`src/rtl/box_overlay_pkg.sv`:
```
// Shared ISP definitions for the box overlay: coordinate width, counter width
// and the frame-tracking FSM encoding.
package box_overlay_pkg;

  localparam int unsigned COORD_W = 11;
  localparam int unsigned CNT_W   = 20;

  typedef logic [COORD_W-1:0] coord_t;
  typedef logic [CNT_W-1:0]   cnt_t;

  typedef enum logic {
    ST_WAIT   = 1'b0,
    ST_ACTIVE = 1'b1
  } state_t;

endpackage

```
`src/rtl/box_overlay_box_accum.sv`:
```
// Bounding-box accumulator: min/max/count of mask pixels over a frame, latched
// into the published box at each frame boundary.
module box_accum
  import box_overlay_pkg::*;
#(
  parameter int unsigned IMG_W   = 640,
  parameter int unsigned IMG_H   = 480,
  parameter int unsigned MIN_PIX = 64
) (
  input  logic   pixelclk,
  input  logic   rst_n,
  input  logic   acc_en,
  input  logic   latch,
  input  coord_t x,
  input  coord_t y,
  output logic   box_valid,
  output coord_t xmin,
  output coord_t xmax,
  output coord_t ymin,
  output coord_t ymax
);

  localparam coord_t X_LAST  = coord_t'(IMG_W - 1);
  localparam coord_t Y_LAST  = coord_t'(IMG_H - 1);
  localparam cnt_t   MIN_CNT = cnt_t'(MIN_PIX);
  localparam cnt_t   CNT_ONE = cnt_t'(1);

  coord_t acc_xmin, acc_xmax, acc_ymin, acc_ymax;
  cnt_t   acc_cnt;
  logic   enough;

  assign enough = (acc_cnt >= MIN_CNT);

  // Latch wins over accumulate: a mask pixel on the boundary cycle is dropped.
  always_ff @(posedge pixelclk or negedge rst_n) begin
    if (!rst_n) begin
      acc_xmin  <= X_LAST;
      acc_xmax  <= '0;
      acc_ymin  <= Y_LAST;
      acc_ymax  <= '0;
      acc_cnt   <= '0;
      box_valid <= 1'b0;
      xmin      <= '0;
      xmax      <= '0;
      ymin      <= '0;
      ymax      <= '0;
    end else if (latch) begin
      box_valid <= enough;
      if (enough) begin
        xmin <= acc_xmin;
        xmax <= acc_xmax;
        ymin <= acc_ymin;
        ymax <= acc_ymax;
      end
      acc_xmin <= X_LAST;
      acc_xmax <= '0;
      acc_ymin <= Y_LAST;
      acc_ymax <= '0;
      acc_cnt  <= '0;
    end else if (acc_en) begin
      if (x < acc_xmin) acc_xmin <= x;
      if (x > acc_xmax) acc_xmax <= x;
      if (y < acc_ymin) acc_ymin <= y;
      if (y > acc_ymax) acc_ymax <= y;
      if (acc_cnt != '1) acc_cnt <= acc_cnt + CNT_ONE;
    end
  end

endmodule

```
`src/rtl/box_overlay.sv`:
```
// Draws the previous frame's mask bounding box onto the video stream with a
// fixed one-cycle latency.
module box_overlay
  import box_overlay_pkg::*;
#(
  parameter int unsigned IMG_W     = 640,
  parameter int unsigned IMG_H     = 480,
  parameter logic [23:0] BOX_COLOR = 24'hFF0000,
  parameter int unsigned MIN_PIX   = 64
) (
  input  logic               pixelclk,
  input  logic               rst_n,
  input  logic               i_de,
  input  logic               i_vsync,
  input  logic               i_mask,
  input  logic [23:0]        i_rgb,
  output logic               o_de,
  output logic               o_vsync,
  output logic [23:0]        o_rgb,
  output logic               o_box_valid,
  output logic [COORD_W-1:0] o_xmin,
  output logic [COORD_W-1:0] o_xmax,
  output logic [COORD_W-1:0] o_ymin,
  output logic [COORD_W-1:0] o_ymax
);

  localparam coord_t X_LAST = coord_t'(IMG_W - 1);
  localparam coord_t Y_LAST = coord_t'(IMG_H - 1);
  localparam coord_t ONE    = coord_t'(1);

  state_t state, state_nxt;
  logic   de_d, vs_d;
  logic   vs_rise, de_fall;
  logic   latch, acc_en, border;
  coord_t x, y;

  assign vs_rise = i_vsync & ~vs_d;
  assign de_fall = de_d & ~i_de;
  assign o_de    = de_d;
  assign o_vsync = vs_d;

  always_ff @(posedge pixelclk or negedge rst_n) begin
    if (!rst_n) state <= ST_WAIT;
    else        state <= state_nxt;
  end

  always_comb begin
    state_nxt = state;
    latch     = 1'b0;
    acc_en    = 1'b0;
    unique case (state)
      ST_WAIT: if (vs_rise) state_nxt = ST_ACTIVE;
      ST_ACTIVE: begin
        latch  = vs_rise;
        acc_en = i_de & i_mask;
      end
      default: state_nxt = ST_WAIT;
    endcase
  end

  always_ff @(posedge pixelclk or negedge rst_n) begin
    if (!rst_n) begin
      x <= '0;
      y <= '0;
    end else if (vs_rise) begin
      x <= '0;
      y <= '0;
    end else if (de_fall) begin
      x <= '0;
      if (y != Y_LAST) y <= y + ONE;
    end else if (i_de && (x != X_LAST)) begin
      x <= x + ONE;
    end
  end

  box_accum #(
    .IMG_W  (IMG_W),
    .IMG_H  (IMG_H),
    .MIN_PIX(MIN_PIX)
  ) u_accum (
    .pixelclk (pixelclk),
    .rst_n    (rst_n),
    .acc_en   (acc_en),
    .latch    (latch),
    .x        (x),
    .y        (y),
    .box_valid(o_box_valid),
    .xmin     (o_xmin),
    .xmax     (o_xmax),
    .ymin     (o_ymin),
    .ymax     (o_ymax)
  );

  always_comb begin
    border = 1'b0;
    if (o_box_valid && i_de) begin
      border = (((x == o_xmin) || (x == o_xmax)) && (y >= o_ymin) && (y <= o_ymax)) ||
               (((y == o_ymin) || (y == o_ymax)) && (x >= o_xmin) && (x <= o_xmax));
    end
  end

  always_ff @(posedge pixelclk or negedge rst_n) begin
    if (!rst_n) begin
      o_rgb <= '0;
      de_d  <= 1'b0;
      vs_d  <= 1'b0;
    end else begin
      o_rgb <= border ? BOX_COLOR : i_rgb;
      de_d  <= i_de;
      vs_d  <= i_vsync;
    end
  end

endmodule

```
`config.mk`:
```
export PLATFORM = sky130hd
export DESIGN_NAME = box_overlay
export DESIGN_NICKNAME = d
export VERILOG_FILES = /design/src/rtl/box_overlay_pkg.sv /design/src/rtl/box_overlay_box_accum.sv /design/src/rtl/box_overlay.sv
export SDC_FILE = /design/constraint.sdc
export NUM_CORES = 1
export LEC_CHECK = 0
export ABC_CLOCK_PERIOD_IN_PS = 2710
export BUFFER_PORTS_ARGS = -buffer_cell sky130_fd_sc_hd__buf_2
export CAP_MARGIN = 20
export CORE_UTILIZATION = 50
export DETAILED_ROUTE_END_ITERATION = 12
export MAX_ROUTING_LAYER = met4
export PLACE_DENSITY = 0.7
export SLEW_MARGIN = 10
export SYNTH_ARGS = -nofsm -noshare
export SYNTH_HDL_FRONTEND = slang
export SYNTH_SLANG_ARGS = --single-unit
```
`constraint.sdc`:
```
create_clock -name pixelclk -period 2.71 [get_ports pixelclk]
set_input_delay 0.271 -clock pixelclk [delete_from_list [all_inputs] [get_ports pixelclk]]
set_output_delay 0.271 -clock pixelclk [all_outputs]
set_load 0.005 [all_outputs]
```
# Word-level counts from Yosys, hierarchy flattened
# Cells that the tools add are included.
[word_totals]
register_bits = 158
inputBits = 29
word_cells = 92
[op_classes]
add_sub_neg = 3
magnitude_cmp = 9
eq_ne = 7
mux = 27
bitwise_logic = 5
n_reduce_logical = 25
[ops]
columns = ["cell", "n"]
rows = [
  ["$mux W11", 18],
  ["$mux W20", 3],
  ["$eq A11 B11 Y1", 4],
  ["$mux W24", 1],
  ["$add A11 B1 Y11 const B", 2],
  ["$ge A11 B11 Y1", 2],
  ["$gt A11 B11 Y1", 2],
  ["$le A11 B11 Y1", 2],
  ["$lt A11 B11 Y1", 2],
  ["$add A20 B1 Y20 const B", 1],
  ["$ge A20 B7 Y1 const B", 1],
  ["$ne A20 B20 Y1 const B", 1],
  ["$reduce_bool A2 Y1", 8],
  ["$reduce_and A2 Y1", 7],
  ["$ne A11 B10 Y1 const B", 1],
  ["$ne A11 B9 Y1 const B", 1],
  ["$logic_and A1 B1 Y1", 6],
  ["$mux W1", 5],
  ["$and A1 B1 Y1", 3],
  ["$logic_or A1 B1 Y1", 3],
  ["$reduce_bool A3 Y1", 1],
  ["$not A1 Y1", 2],
]

# Logic depth before layout (Yosys ltp)
[logic_depth]
depth_word = 7
ltp_mapped = 9

# By module
# From an unflattened synthesis, not the netlist that was laid out.
[unflattened]
cells_unflattened = 907
area_unflattened_um2 = 9235.1
[modules_own_cells]
columns = ["module", "n_inst", "cells_each", "area_each_um2", "seq_area_each_um2"]
rows = [
  ["box_accum", 1, 555, 5967.0, 2747.6],
  ["box_overlay", 1, 352, 3268.1, 1226.2],
]

# Worst setup path before layout
# Ideal clock, no wire load.
[synth_path]
path_kind = "reg2reg"
startpoint = "reg u_accum.acc_xmin[4]"
endpoint = "reg u_accum.acc_xmin[2]"
setup_ns = 0.080
t_arrival_ns = 2.164
slack_ns = 0.467
path_stages_with_launch = 10
synth_period_minus_slack_ns = 2.243
cell_sequence = "dfstp_2 inv_1 ha_1 a21o_1 a211o_1 a41oi_1 o31ai_1 or2_2 buf_2 o22a_1"
[synth_between]
elab_chain_len = 3
[synth_lines]
columns = ["item", "line_no", "source"]
rows = [
  ["start: declaration", "box_overlay_box_accum.sv:28", "coord_t acc_xmin, acc_xmax, acc_ymin, acc_ymax;"],
  ["start signal: assignment", "box_overlay_box_accum.sv:37", "acc_xmin <= X_LAST;"],
  ["start signal: assignment", "box_overlay_box_accum.sv:55", "acc_xmin <= X_LAST;"],
  ["start signal: assignment", "box_overlay_box_accum.sv:61", "if (x < acc_xmin) acc_xmin <= x;"],
  ["$lt A11 B11 Y1", "box_overlay_box_accum.sv:61", ""],
  ["$reduce_bool A2 Y1 (no source line)", "--", ""],
  ["$reduce_and A2 Y1 (no source line)", "--", ""],
]
# Every way passes these cells.
# A chain may end at the register's enable or synchronous reset.

# Final worst setup path
[layout_path]
startpoint = "reg u_accum.acc_xmax[8]"
endpoint = "reg u_accum.acc_xmax[0]"
[layout_between]
elab_chain_len = 3
[layout_lines]
columns = ["item", "line_no", "source"]
rows = [
  ["start: declaration", "box_overlay_box_accum.sv:28", ""],
  ["start signal: assignment", "box_overlay_box_accum.sv:38", "acc_xmax <= '0;"],
  ["start signal: assignment", "box_overlay_box_accum.sv:56", "acc_xmax <= '0;"],
  ["start signal: assignment", "box_overlay_box_accum.sv:62", "if (x > acc_xmax) acc_xmax <= x;"],
  ["$gt A11 B11 Y1", "box_overlay_box_accum.sv:62", ""],
  ["$reduce_bool A2 Y1 (no source line)", "--", ""],
  ["$reduce_and A2 Y1 (no source line)", "--", ""],
]
# Every way passes these cells.

==> key figures <==
Yosys
  • Mux cell area share after synthesis: less than 1%
  • Syn Std Cell Area: 0.00856 mm^2
  • Synth Area in Compound Gates: between 10% and 20%
  • Seq/Total Area, Yosys: a little under half
  • Mapped Cells: about 870
  • Post-Synth Adder-Cell Area: between 10% and 20%
  • Yosys Warn Count: 0
  • Cell variety after synth: 64
  • Post-synth EDFFs: 0
  • Top_reg_cell synth: dfrtp_1
  • Synthesized flop and latch total: about 160
  • Post-Syn Area per Cell: approximately 10 um^2
  • Simple-gate share of the synthesized area: 17.4%
  • Largest family of logic cells by synthesized area: simple AND/OR/NAND/NOR gates
  • Fraction of synthesized cell area in xor and xnor cells: 2.56%
  • Fraction of registers with async set/reset: 100%
  • Syn nets: between 900 and 1000

Power
  • LEAKAGE: around 5.0 nW
  • Maximum vdd drop: about 420 uV
  • Pwr per Cell Area: a little under 600 mW/mm^2
  • Power Total: ~0.0059 W

Detailed routing
  • TritonRoute pass-1 iters: 4
  • Vias: slightly below 7000
  • Via density: 5.53
  • Routed WL per cell: 16.4 um
  • ANT nets after route: 0
  • Remaining DRCs: 0
  • DRT iter0 DRCs: about 300
  • Total wire length: 20.3 mm

Global route
  • Vias in the first global route: between 6000 and 7000
  • GRT Overall Usage: ~25%
  • Initial antenna violation count: 0
  • Pin count of the biggest net entering global routing: 86
  • Global-route wire length before repair: 34.1 mm
  • Grt total ovfl: 0

Critical path
  • CP required: 3.07 ns
  • Crit Path Class: register to register
  • CP Launch Type: register
  • Arrival @ worst endpoint: a little under 3 ns
  • CP Capture Type: register
  • Worst-path fanout max: 6

STA
  • Tmin final: 2.55 ns
  • Slack of the critical path: 0.160 ns
  • Max-slew violation count: 0
  • Setup TNS Final: 0 ns
  • Max Fclk: around 390 MHz
  • Slew margin rel.: 28.6%
  • Final Hold Fails: 0
  • RSZ-0062 raised after global routing: no
  • Clock Skew: around 0.008 ns
  • Hold slack: 0.0270 ns
  • Tightest Pin Transition: roughly 1.1 ns
  • Final setup vio count: 0
  • Fin crit share: 94.1%

Flow run
  • Max-Cap Viols: 0

Final layout
  • Largest reg by FF count: o_rgb
  • Commonest non-fill, non-tap cells in the layout: dfrtp_1, buf_2, inv_1
  • Layout cell share with drive strength beyond 1: around a fifth
  • Commonest non-fill, non-tap cell in the layout: dfrtp_1
  • Diode count: 0
  • Final nets: between 1000 and 1500
  • Regs by FF count: o_rgb: 24 flops, u_accum.acc_cnt: 20 flops
  • Max reg flops: 24
  • Layout Area Growth over Synthesis: 18.5%
  • Finished Layout Cells: ~1200

Floorplanning
  • FP Rows: between 40 and 50
  • I/O Pins: 100
  • Core area: 0.0166 mm^2
  • Die area: between 0.015 and 0.02 mm^2
  • Starting Density: 51.5%
  • Die extent in y: between 100 and 150 um
  • Die width: roughly 130 um

Clock tree
  • Max Root-Sink Buffers: 2
  • Clock root buffer: clkbuf_16
  • CTS H-tree depth: 4
  • Clk sinks: 158
  • Number of setup buffers added after CTS: 0
  • Clock-pin slew on the worst setup and hold paths: 0.07 ns
  • CTS tree: yes
  • Insertion delay to the later sink of the worst-skew pair: about 0.43 ns
  • CTS buffer count: 17

Place
  • Routability cong.: just under 0.9
  • PortBufs: 99
  • DP Worst Slack: 0.262 ns
  • Placed Cells: roughly 1200
  • DP HPWL: about 15 mm

Status
  • Status: finished clean

Hold path
  • Worst hold path class: primary input to register
-- stage by stage --
step | util, % | instance area (um^2)
global placement | 57.3 | 9540
floorplan | - | 8560
CTS | 61.0 | 10100
detailed placement | 57.3 | 9540
global route | 61.0 | 10100
finish | 61.0 | 10100
-- cell usage after synthesis (3+ instances only) --
cell,number,area (um^2)
a211oi_1,4,30.0
a21o_1,10,75.1
a21oi_1,42,210
a22o_1,22,193
a31o_2,3,26.3
and2_1,19,119
and3_1,6,37.5
and4_1,3,26.3
buf_2,8,40.0
clkbuf_1,14,52.6
dfrtp_1,142,3550
dfstp_2,16,420
ha_1,90,1130
inv_1,94,353
mux2_2,4,45.0
nand2_1,80,300
nand2b_1,11,68.8
nand3_1,40,200
nand4_1,19,119
nor2_1,38,143
nor2b_1,8,50.1
nor3_1,15,75.1
nor4_1,11,68.8
nor4b_1,3,26.3
o21ai_0,80,400
o22a_1,8,70.1
o22ai_1,3,18.8
or3_1,7,43.8
xnor2_1,17,149
xor2_1,8,70.1
-- kinds of logic (layout without fill, tap and decap cells) --
group | Yosys count | in the layout
DFF | 158 | 158
and+or+nand+nor | 280 | 280
adders and majority gates | 90 | 90
AOI/OAI and AO/OA | 190 | 190
buffers and inverters | 121 | 267
xor gates and xnor gates | 25 | 25
muxes | 5 | 5
-- power breakdown --
part | total [W] | switching (W) | leakage (nW) | internal [W]
Sequential | 0.00256 | 0.0000684 | 2.08 | 0.00249
Clock | 0.00244 | 0.00106 | 0.284 | 0.00138
Combinational | 0.000916 | 0.000545 | 2.64 | 0.000372
-- path summary, 6_finish.rpt --
kind	from	to	depth (start not counted)	slack, ns
max	u_accum.acc_xmax[8]	u_accum.acc_xmax[0]	8	0.16
min in group asynchronous	rst_n	u_accum.acc_cnt[6]	2	0.32
max reg2reg	u_accum.acc_xmax[8]	u_accum.acc_xmax[0]	8	0.16
min reg2reg	u_accum.acc_xmax[10]	u_accum.acc_xmax[10]	1	0.50
max in group asynchronous	rst_n	u_accum.acc_ymin[7]	3	1.60
min	i_vsync	o_vsync	1	0.03
-- layout make-up --
type / instances / area, um^2
Clock buffer: 17 / 425
Clock inverter: 15 / 169
Fill cell: 1433 / 6490
Inverter: 94 / 353
Multi-Input combinational cell: 590 / 4110
Sequential cell: 158 / 3970
Tap cell: 220 / 275
Timing Repair Buffer: 141 / 845
-- layer usage --
layer | wire (um) | global-route usage, %
met1 | 9290 | 31.8
met2 | 9760 | 41.0
met3 | 743 | 3.83
met4 | 468 | 9.96
met5 | 0 | -
-- repair_timing --
action / 4_1_cts / 5_1_grt
hold endpoints to repair: 34 / 0
hold buffers: 1 / 0
gates resized for setup: 0 / 0
-- critical path, cell delays in order (launching register included) --
cell and delay (ns):
dfrtp_1 0.37, inv_1 0.07, ha_1 0.30, a21oi_1 0.07
o21ai_0 0.25, nor3_1 0.12, nor4_1 0.88, buf_4 0.29
a22o_1 0.15
Power figures use the tool's default switching activity.
